`src/rtl/module_calc_sequencer.sv`:
```
// Keypad calculator sequencer: builds two decimal operands from key codes,
// drives the request/done handshake with the shared adder and picks the display value.
module module_calc_sequencer #(
    parameter int TIMEOUT_CYCLES = 1024
) (
    input  logic        clk,
    input  logic        rst_n,
    input  logic [3:0]  key_code,
    input  logic        key_valid,
    input  logic        add_done,
    input  logic [10:0] add_sum,
    output logic        add_req,
    output logic [9:0]  add_a,
    output logic [9:0]  add_b,
    output logic [11:0] disp_bin,
    output logic        err,
    output logic [2:0]  phase
);

    typedef enum logic [2:0] {
        S_A   = 3'd0,
        S_OP  = 3'd1,
        S_B   = 3'd2,
        S_REQ = 3'd3,
        S_RES = 3'd4
    } state_t;

    localparam int            TW        = $clog2(TIMEOUT_CYCLES);
    localparam logic [TW-1:0] TMO_LAST  = TW'(TIMEOUT_CYCLES - 1);
    localparam logic [3:0]    KEY_PLUS  = 4'hA;
    localparam logic [3:0]    KEY_EQUAL = 4'hB;
    localparam logic [3:0]    KEY_CLEAR = 4'hC;
    localparam logic [10:0]   MAX_OPND  = 11'd999;

    state_t        state;
    state_t        state_next;
    logic [9:0]    a_val;
    logic [9:0]    a_next;
    logic [9:0]    b_val;
    logic [9:0]    b_next;
    logic [1:0]    cnt_a;
    logic [1:0]    cnt_a_next;
    logic [1:0]    cnt_b;
    logic [1:0]    cnt_b_next;
    logic [10:0]   result;
    logic [10:0]   result_next;
    logic [TW-1:0] tmo_cnt;
    logic [TW-1:0] tmo_next;
    logic [9:0]    add_a_next;
    logic [9:0]    add_b_next;
    logic          add_req_next;
    logic          err_next;
    logic [11:0]   disp_next;

    logic          is_digit;
    logic          is_plus;
    logic          is_equal;
    logic          is_clear;
    logic          a_has_room;
    logic          b_has_room;
    logic [9:0]    a_appended;
    logic [9:0]    b_appended;
    logic [9:0]    key_value;

    // Multiply-by-ten via shifts keeps the append path free of a real multiplier.
    function automatic logic [9:0] append_digit(input logic [9:0] value,
                                                input logic [3:0] d);
        logic [9:0] times8;
        logic [9:0] times2;
        times8 = value << 3;
        times2 = value << 1;
        return times8 + times2 + {6'd0, d};
    endfunction

    always_comb begin
        is_digit   = key_valid && (key_code <= 4'd9);
        is_plus    = key_valid && (key_code == KEY_PLUS);
        is_equal   = key_valid && (key_code == KEY_EQUAL);
        is_clear   = key_valid && (key_code == KEY_CLEAR);
        key_value  = {6'd0, key_code};
        a_has_room = (cnt_a < 2'd3);
        b_has_room = (cnt_b < 2'd3);
        a_appended = append_digit(a_val, key_code);
        b_appended = append_digit(b_val, key_code);
    end

    always_comb begin
        state_next   = state;
        a_next       = a_val;
        b_next       = b_val;
        cnt_a_next   = cnt_a;
        cnt_b_next   = cnt_b;
        result_next  = result;
        tmo_next     = tmo_cnt;
        add_a_next   = add_a;
        add_b_next   = add_b;
        add_req_next = add_req;
        err_next     = err;

        // Clear outranks everything, including a done arriving on the same edge.
        if (is_clear) begin
            state_next   = S_A;
            a_next       = '0;
            b_next       = '0;
            cnt_a_next   = '0;
            cnt_b_next   = '0;
            result_next  = '0;
            tmo_next     = '0;
            add_a_next   = '0;
            add_b_next   = '0;
            add_req_next = 1'b0;
            err_next     = 1'b0;
        end else begin
            case (state)
                S_A: begin
                    if (is_digit) begin
                        if (a_has_room) begin
                            a_next     = a_appended;
                            cnt_a_next = cnt_a + 2'd1;
                        end
                    end else if (is_plus) begin
                        state_next = S_OP;
                    end
                end

                S_OP: begin
                    if (is_digit) begin
                        b_next     = key_value;
                        cnt_b_next = 2'd1;
                        state_next = S_B;
                    end else if (is_equal) begin
                        b_next       = '0;
                        cnt_b_next   = '0;
                        add_a_next   = a_val;
                        add_b_next   = '0;
                        add_req_next = 1'b1;
                        tmo_next     = '0;
                        state_next   = S_REQ;
                    end
                end

                S_B: begin
                    if (is_digit) begin
                        if (b_has_room) begin
                            b_next     = b_appended;
                            cnt_b_next = cnt_b + 2'd1;
                        end
                    end else if (is_equal) begin
                        add_a_next   = a_val;
                        add_b_next   = b_val;
                        add_req_next = 1'b1;
                        tmo_next     = '0;
                        state_next   = S_REQ;
                    end
                end

                S_REQ: begin
                    if (add_req && add_done) begin
                        result_next  = add_sum;
                        add_req_next = 1'b0;
                        state_next   = S_RES;
                    end else if (tmo_cnt == TMO_LAST) begin
                        result_next  = '0;
                        err_next     = 1'b1;
                        add_req_next = 1'b0;
                        state_next   = S_RES;
                    end else begin
                        tmo_next = tmo_cnt + 1'b1;
                    end
                end

                S_RES: begin
                    if (is_digit) begin
                        a_next     = key_value;
                        cnt_a_next = 2'd1;
                        b_next     = '0;
                        cnt_b_next = '0;
                        err_next   = 1'b0;
                        state_next = S_A;
                    end else if (is_plus && (result <= MAX_OPND) && !err) begin
                        // A full digit count stops appends onto a chained result.
                        a_next     = result[9:0];
                        cnt_a_next = 2'd3;
                        b_next     = '0;
                        cnt_b_next = '0;
                        state_next = S_OP;
                    end
                end

                default: begin
                    state_next = S_A;
                end
            endcase
        end
    end

    always_comb begin
        disp_next = '0;
        case (state_next)
            S_A, S_OP:  disp_next = {2'b00, a_next};
            S_B, S_REQ: disp_next = {2'b00, b_next};
            S_RES:      disp_next = err_next ? 12'd0 : {1'b0, result_next};
            default:    disp_next = '0;
        endcase
    end

    always_ff @(posedge clk or negedge rst_n) begin
        if (!rst_n) begin
            state    <= S_A;
            a_val    <= '0;
            b_val    <= '0;
            cnt_a    <= '0;
            cnt_b    <= '0;
            result   <= '0;
            tmo_cnt  <= '0;
            add_a    <= '0;
            add_b    <= '0;
            add_req  <= 1'b0;
            err      <= 1'b0;
            disp_bin <= '0;
        end else begin
            state    <= state_next;
            a_val    <= a_next;
            b_val    <= b_next;
            cnt_a    <= cnt_a_next;
            cnt_b    <= cnt_b_next;
            result   <= result_next;
            tmo_cnt  <= tmo_next;
            add_a    <= add_a_next;
            add_b    <= add_b_next;
            add_req  <= add_req_next;
            err      <= err_next;
            disp_bin <= disp_next;
        end
    end

    assign phase = state;

endmodule

```
`config.mk`:
```
export PLATFORM = sky130hd
export DESIGN_NAME = module_calc_sequencer
export DESIGN_NICKNAME = d
export VERILOG_FILES = /design/src/rtl/module_calc_sequencer.sv
export SDC_FILE = /design/constraint.sdc
export NUM_CORES = 1
export LEC_CHECK = 0
export CORE_ASPECT_RATIO = 0.5
export CORE_UTILIZATION = 50
export DETAILED_ROUTE_END_ITERATION = 8
export HOLD_SLACK_MARGIN = 0.03
export PLACE_DENSITY = 0.82
export SLEW_MARGIN = 20
export SYNTH_ARGS = -nofsm -noshare
export SYNTH_HDL_FRONTEND = slang
export SYNTH_SLANG_ARGS = --single-unit
export TNS_END_PERCENT = 1
```
`constraint.sdc`:
```
create_clock -name clk -period 3.2 [get_ports clk]
set_clock_uncertainty 0.1 [all_clocks]
set_input_delay 0.64 -clock clk [delete_from_list [all_inputs] [get_ports clk]]
set_output_delay 0.64 -clock clk [all_outputs]
set_load 0.02 [all_outputs]
```
==> run_results.csv <==
group,metric,value,unit
logic_synthesis,async_flop_share,100.0,%
final_layout,nets,662,
drt,dr.pass1.iters,5,
logic_synthesis,syn_nets,565,
drt,vias_per_cell,6.112,
cts,cts_made_buffers,9,
sta,min_period,3117,ps
logic_synthesis,synth_seq_cells,81,
sta,postLayoutSetupSlackWorst,82.67,ps
floorplan,io-pin-count,56,
drt,vias,4462,
floorplan,rows,24,
sta,post-route-period-util,97.42,%
logic_synthesis,avgSynthCellArea,9.353,µm²
power,irDropWorstVdd,0.3394,mV
cts,clock_latency,350,ps
global_routing,grt_overflow,0,
worst_setup_path,worstPathRequired,3330,ps
power,design_power_total,5.516,mW
cts,htree_levels,3,
placement,gp_congestion,0.9728,
logic_synthesis,synth_most_common_cell,"dfrtp_1",
cts,cts.sinks,81,
global_routing,grt_max_degree,82,
sta,hold-worst-slack,217.6,ps
logic_synthesis,yosys_warnings,0,
cts,cts_tree,"done",
sta,rsz0062_at_grt,"yes",
sta,setup_violations,0,
cts,ctsHoldBuffers,0,
logic_synthesis,syn_inst,511,
floorplan,die_w,140.3,µm
placement,placed_area,0.005788,mm²
drt,avgRoutedWirePerCell,18.91,µm
logic_synthesis,synth_edf_count,0,
drt,drcViolationCount,0,
job,drv_cap,0,
logic_synthesis,synthTopCellsByArea,"dfrtp_1 42%, ha_1 8.1%, nand2_1 6.3%",
sta,worst_pin_slew,743.8,ps
sta,maxSlewHeadroom,50.41,%
logic_synthesis,synth_commonest_cells,"81 x dfrtp_1, 80 x nand2_1, 44 x nor2_1",
cts,cts_root_buf,"clkbuf_16",
worst_setup_path,r2r-start,"a_val[1]$_DFF_PN0_",
sta,finalHoldViolCount,0,
placement,dp_hpwl,10.15,mm
min_path,hold_path_class,"primary input to asynchronous set/reset pin",
cts,post_cts_resized,0,
logic_synthesis,yosys.area.top_type_share,42.41,%
drt,drt_iter0_drc,511,
worst_setup_path,path_max_fanout,3,
placement,dp_slack,-304.7,ps
sta,fmaxAchievable,320.8,MHz
worst_setup_path,crit_path_start_kind,"primary input",
logic_synthesis,syn_area,0.004780,mm²
final_layout,area_growth,27.67,%
cts,cts_buffer_depth,2,
worst_setup_path,arrival,3250,ps
global_routing,grt_first_pass_wirelength,22.55,mm
worst_setup_path,crit_path_start,"key_code[3]",
cts,clk_pin_slew,60,ps
floorplan,die-area,0.009978,mm²
logic_synthesis,yosys.area.top_type,"dfrtp_1",
worst_setup_path,end_kind,"flip-flop",
floorplan,coreArea,0.008979,mm²
final_layout,drive_above_1_share,15.01,%
logic_synthesis,ys_dominant_reg_cell,"dfrtp_1",
power,p_per_area,904.0,mW/mm²
status,outcome,"finished, final reports clean",
logic_synthesis,synth_cell_types,69,
sta,finalMaxSlewViolations,0,
cts,cts_setup_buffers,0,
drt,ant_nets,0,
floorplan,start_util,53.23,%
placement,numPortBuffers,54,
final_layout,final_area,0.006102,mm²
global_routing,grt_pass1_vias,4365,
drt,wl,13.80,mm
floorplan,die_h,71.14,µm
global_routing,antenna_found_initial,0,
global_routing,grt_usage,29.90,%
final_layout,diodes,0,
power,p_leak,2.871,nW
logic_synthesis,yosysSeqAreaShare,42.41,%
worst_setup_path,worstSetupPathType,"primary input to flip-flop",
[power by group]
| part | switching (mW) | internal (mW) | leakage, nW | total (mW) |
|---|---|---|---|---|
| combinational | 1.53 | 1.35 | 1.67 | 2.87 |
| sequential | 0.317 | 1.35 | 1.07 | 1.66 |
| clock | 0.444 | 0.532 | 0.137 | 0.976 |
[layout make-up]
| cell class | instances | area [µm²] |
|---|---|---|
| Clock buffer | 9 | 225.2 |
| Clock inverter | 7 | 52.55 |
| Fill cell | 706 | 2877 |
| Inverter | 8 | 30.03 |
| Multi-Input combinational cell | 400 | 2659 |
| Sequential cell | 81 | 2027 |
| Tap cell | 117 | 146.4 |
| Timing Repair Buffer | 108 | 962.2 |
[metrics by stage]
stage,setup TNS (ps),instances,util (%)
floorplan,0,511,-
global placement,-2095,714,64.46
detailed placement,-2575,714,64.46
CTS,0,730,67.56
global route,-48.22,730,67.96
finish,0,730,67.96
[flip-flops by register name, indices dropped and copies added (netlist names)]
signal / cells
cnt_a: 2
tmo_cnt: 10
err: 1
add_a: 10
add_req: 1
b_val: 10
phase: 3
a_val: 10
result: 11
add_b: 10
disp_bin: 11
cnt_b: 2
[logic make-up after synthesis]
logic type                 after synthesis  share of synthesized area (%)
and+or+nand+nor                        210                          20.60
AOI/OAI and AO/OA                      132                          20.47
DFF                                     81                          42.41
adders and majority gates               35                          9.791
buffers and inverters                   30                          2.591
xor gates and xnor gates                21                          3.848
other                                    1                        0.07846
muxes                                    1                         0.2094
[critical path, stage by stage]
cell and delay (ps):
clkdlybuf4s50_1 500, fa_1 440, ha_1 340, a21oi_2 190
o211ai_1 160, or3_1 330, a21oi_1 170, nor3_1 90
a221o_1 380
[placed cells by master (no fill, tap or decap), drive strengths merged, types with 4 or more instances in the layout]
cell,n
dfrtp,81
nand2,80
buf,55
clkdlybuf4s50,52
nor2,45
ha,31
nand3,26
a21oi,26
o21ai,22
nor3,17
xnor2,16
a22o,13
inv,11
a22oi,10
clkbuf,9
nor2b,7
and2,6
a221o,6
nand2b,6
xor2,5
nand4,4
a211oi,4
o21a,4
a2bb2oi,4
a211o,4
o211ai,4
a21o,4
or3,4
fa,4
a32o,4
[path summary, 6_finish.rpt]
check	to	slack (ps)	cells past startpoint
setup / recovery	disp_bin[7]$_DFF_PN0_	80	9
hold / removal	disp_bin[2]$_DFF_PN0_	220	1
setup reg to reg	disp_bin[6]$_DFF_PN0_	410	11
hold reg to reg	add_a[2]$_DFFE_PN0P_	370	2
max in group asynchronous	disp_bin[7]$_DFF_PN0_	2250	1
min in group clk	add_a[2]$_DFFE_PN0P_	370	2
[metal layers]
layer / global-route usage [%] / routed length (µm) / part of all wire (%) / up-vias
met5: 0 / 0 / 0 / -
met1: 41.16 / 6399 / 46 / 2159
met4: 9.890 / 288 / 2.1 / 0
met3: 8.260 / 1072 / 7.8 / 33
li1: - / - / - / 2051
met2: 45.94 / 6042 / 44 / 219
Note: power is estimated with default switching activity, not from simulation.
==> edit (same flow settings) <==
`result` no longer has a reset.
--- a/src/rtl/module_calc_sequencer.sv
+++ b/src/rtl/module_calc_sequencer.sv
@@ -213,3 +213,2 @@
             cnt_b    <= '0;
-            result   <= '0;
             tmo_cnt  <= '0;
@@ -226,3 +225,2 @@
             cnt_b    <= cnt_b_next;
-            result   <= result_next;
             tmo_cnt  <= tmo_next;
@@ -236,2 +234,6 @@
 
+    always_ff @(posedge clk) begin
+        result <= result_next;
+    end
+
     assign phase = state;
Formal check against the unedited RTL: no difference found for any inputs over 4 cycles, from zero or initial values and one cycle with rst_n low; that may be too few to reach the edited logic, so the function may still have changed.
==> edit against the unedited design <==
- sequential cell count did not move
- total power up 3.9%
- worst setup slack improved by 0.076 ns
- wire length increased by 2.0%
- area after synthesis down 1.2%
- design area grew 1.5%
- non-clock buffer count grew 16
- fmax grew 2.5%
- largest power group unchanged
==> edit: results (changes against the unedited design) <==
part of the power in registers=29.0% (was 30.2%); clock power share=18.8% (was 17.7%); xor-xnor portion of the synthesized cell area=3.89% (was 3.85%); worst flop-to-flop path endpoint=disp_bin[8] (was disp_bin[6]); clock latency on the worst-skew pair=0.34 ns; Synth top cells by count=nand2_1 (80), dfrtp_1 (70), nor2_1 (44) (was dfrtp_1 (81), nand2_1 (80), nor2_1 (44)); Reg-to-Reg Start=b_val[0] (was a_val[1]); DR WL met2=6240 um (was 6040 um); largest net degree at the start of global routing=40 (was 82); outcome=finished clean (unchanged); maximum vdd drop=0.482 mV (was 0.339 mV); Routed WL per cell=18.9 um (about the same); met3 WL post-DR=1260 um (was 1070 um); Power Internal=3.42 mW (was 3.23 mW); CP max stage delay=0.57 ns (was 0.50 ns); layout cells sized above 1=16.7% (was 15.0%); adder-cell area share of the yosys netlist=9.90% (was 9.79%); Synth Area in Compound Gates=20.7% (was 20.5%); pre-CTS setup slack=-0.487 ns (was -0.305 ns); Final Net Count=678 (was 662); First DRT Iteration DRCs=461 (was 511); vias in the first global route=4,401 (was 4,365); Distinct cells, synth=70 (was 69); placed cell area=5850 um2 (was 5790 um2); HPWL after detailed placement=10,600 um (was 10,100 um); crit path DAT=3.15 ns (was 3.25 ns); GP Congestion=0.992 (was 0.973); fillers=690 (was 706); main combinational cell family by area after synthesis=simple AND/OR/NAND/NOR gates (unchanged); R2R depth=9 (was 11); vias per inst=6.09 (was 6.11); R2R setup slack=0.35 ns (was 0.41 ns); Lkg Pwr=2.91 nW (was 2.87 nW); first-pass GRT wire length=22,700 um (was 22,500 um); mux contribution to synthesized area=0.212% (was 0.209%); Initial DRT Pass Iterations=6 (was 5); crit share post-route=95.1% (was 97.4%); Async SR Flop Fraction=86.4% (was 100%)
edit: cell count changes in the layout (fill, tap and decap cells not counted), sizes merged, moves of 2 or more:
cell	before	now
buf	55	71
dfrtp	81	70
dfxtp	0	11
clkbuf	9	11
clkdlybuf4s50	52	50
clkinv	3	1
inv	11	9
edit: how the worst max path moves through the flow:
| stage | end |
|---|---|
| after floorplan | disp_bin[6] |
| after global placement | disp_bin[9] |
| after detailed placement | disp_bin[9] |
| after CTS | disp_bin[8] |
| after global routing | disp_bin[6] |
| final | disp_bin[8] |
edit: per-stage QoR:
step                      instances  util, %  setup TNS (ns)  total power [mW]  hold slack (ns)
final                           746     69.2               0              5.73            0.272
after global routing            746     69.2               0              6.08            0.323
after CTS                       746     69.1               0              5.68            0.306
after detailed placement        730     65.4           -4.39              4.55            0.354
after global placement          730     65.4           -3.19              4.48            0.350
after floorplan                 511        -               0              3.42            0.244
edit: repair_timing:
action | in CTS | in global routing
endpoints found under the setup margin | 4 | 4
hold buffers | 0 | 0
gates resized for setup | 3 | 4
edit: area by class of cell:
type / instances / area (um2) / area share (%)
multi-input cells: 400 / 2650 / 42.8
clock buffers: 11 / 253 / 4.08
inverters: 8 / 30.0 / 0.485
flip-flops and latches: 81 / 1970 / 31.8
well taps: 117 / 146 / 2.36
clock inverters: 5 / 62.6 / 1.01
repair buffers: 124 / 1080 / 17.4
edit: layer usage:
metal  global-route usage, %  up-vias
met2                    46.7      214
met5                       0        -
met3                    6.84       32
met1                    42.2     2215
met4                    10.1        0
li1                        -     2084
edit: critical path: cells and delay by family:
| family | cells | cell delay, ns |
|---|---|---|
| fa+ha+maj | 2 | 1.03 |
| compound gates | 5 | 0.82 |
| buf+inv | 2 | 0.49 |
| xor+xnor | 1 | 0.17 |
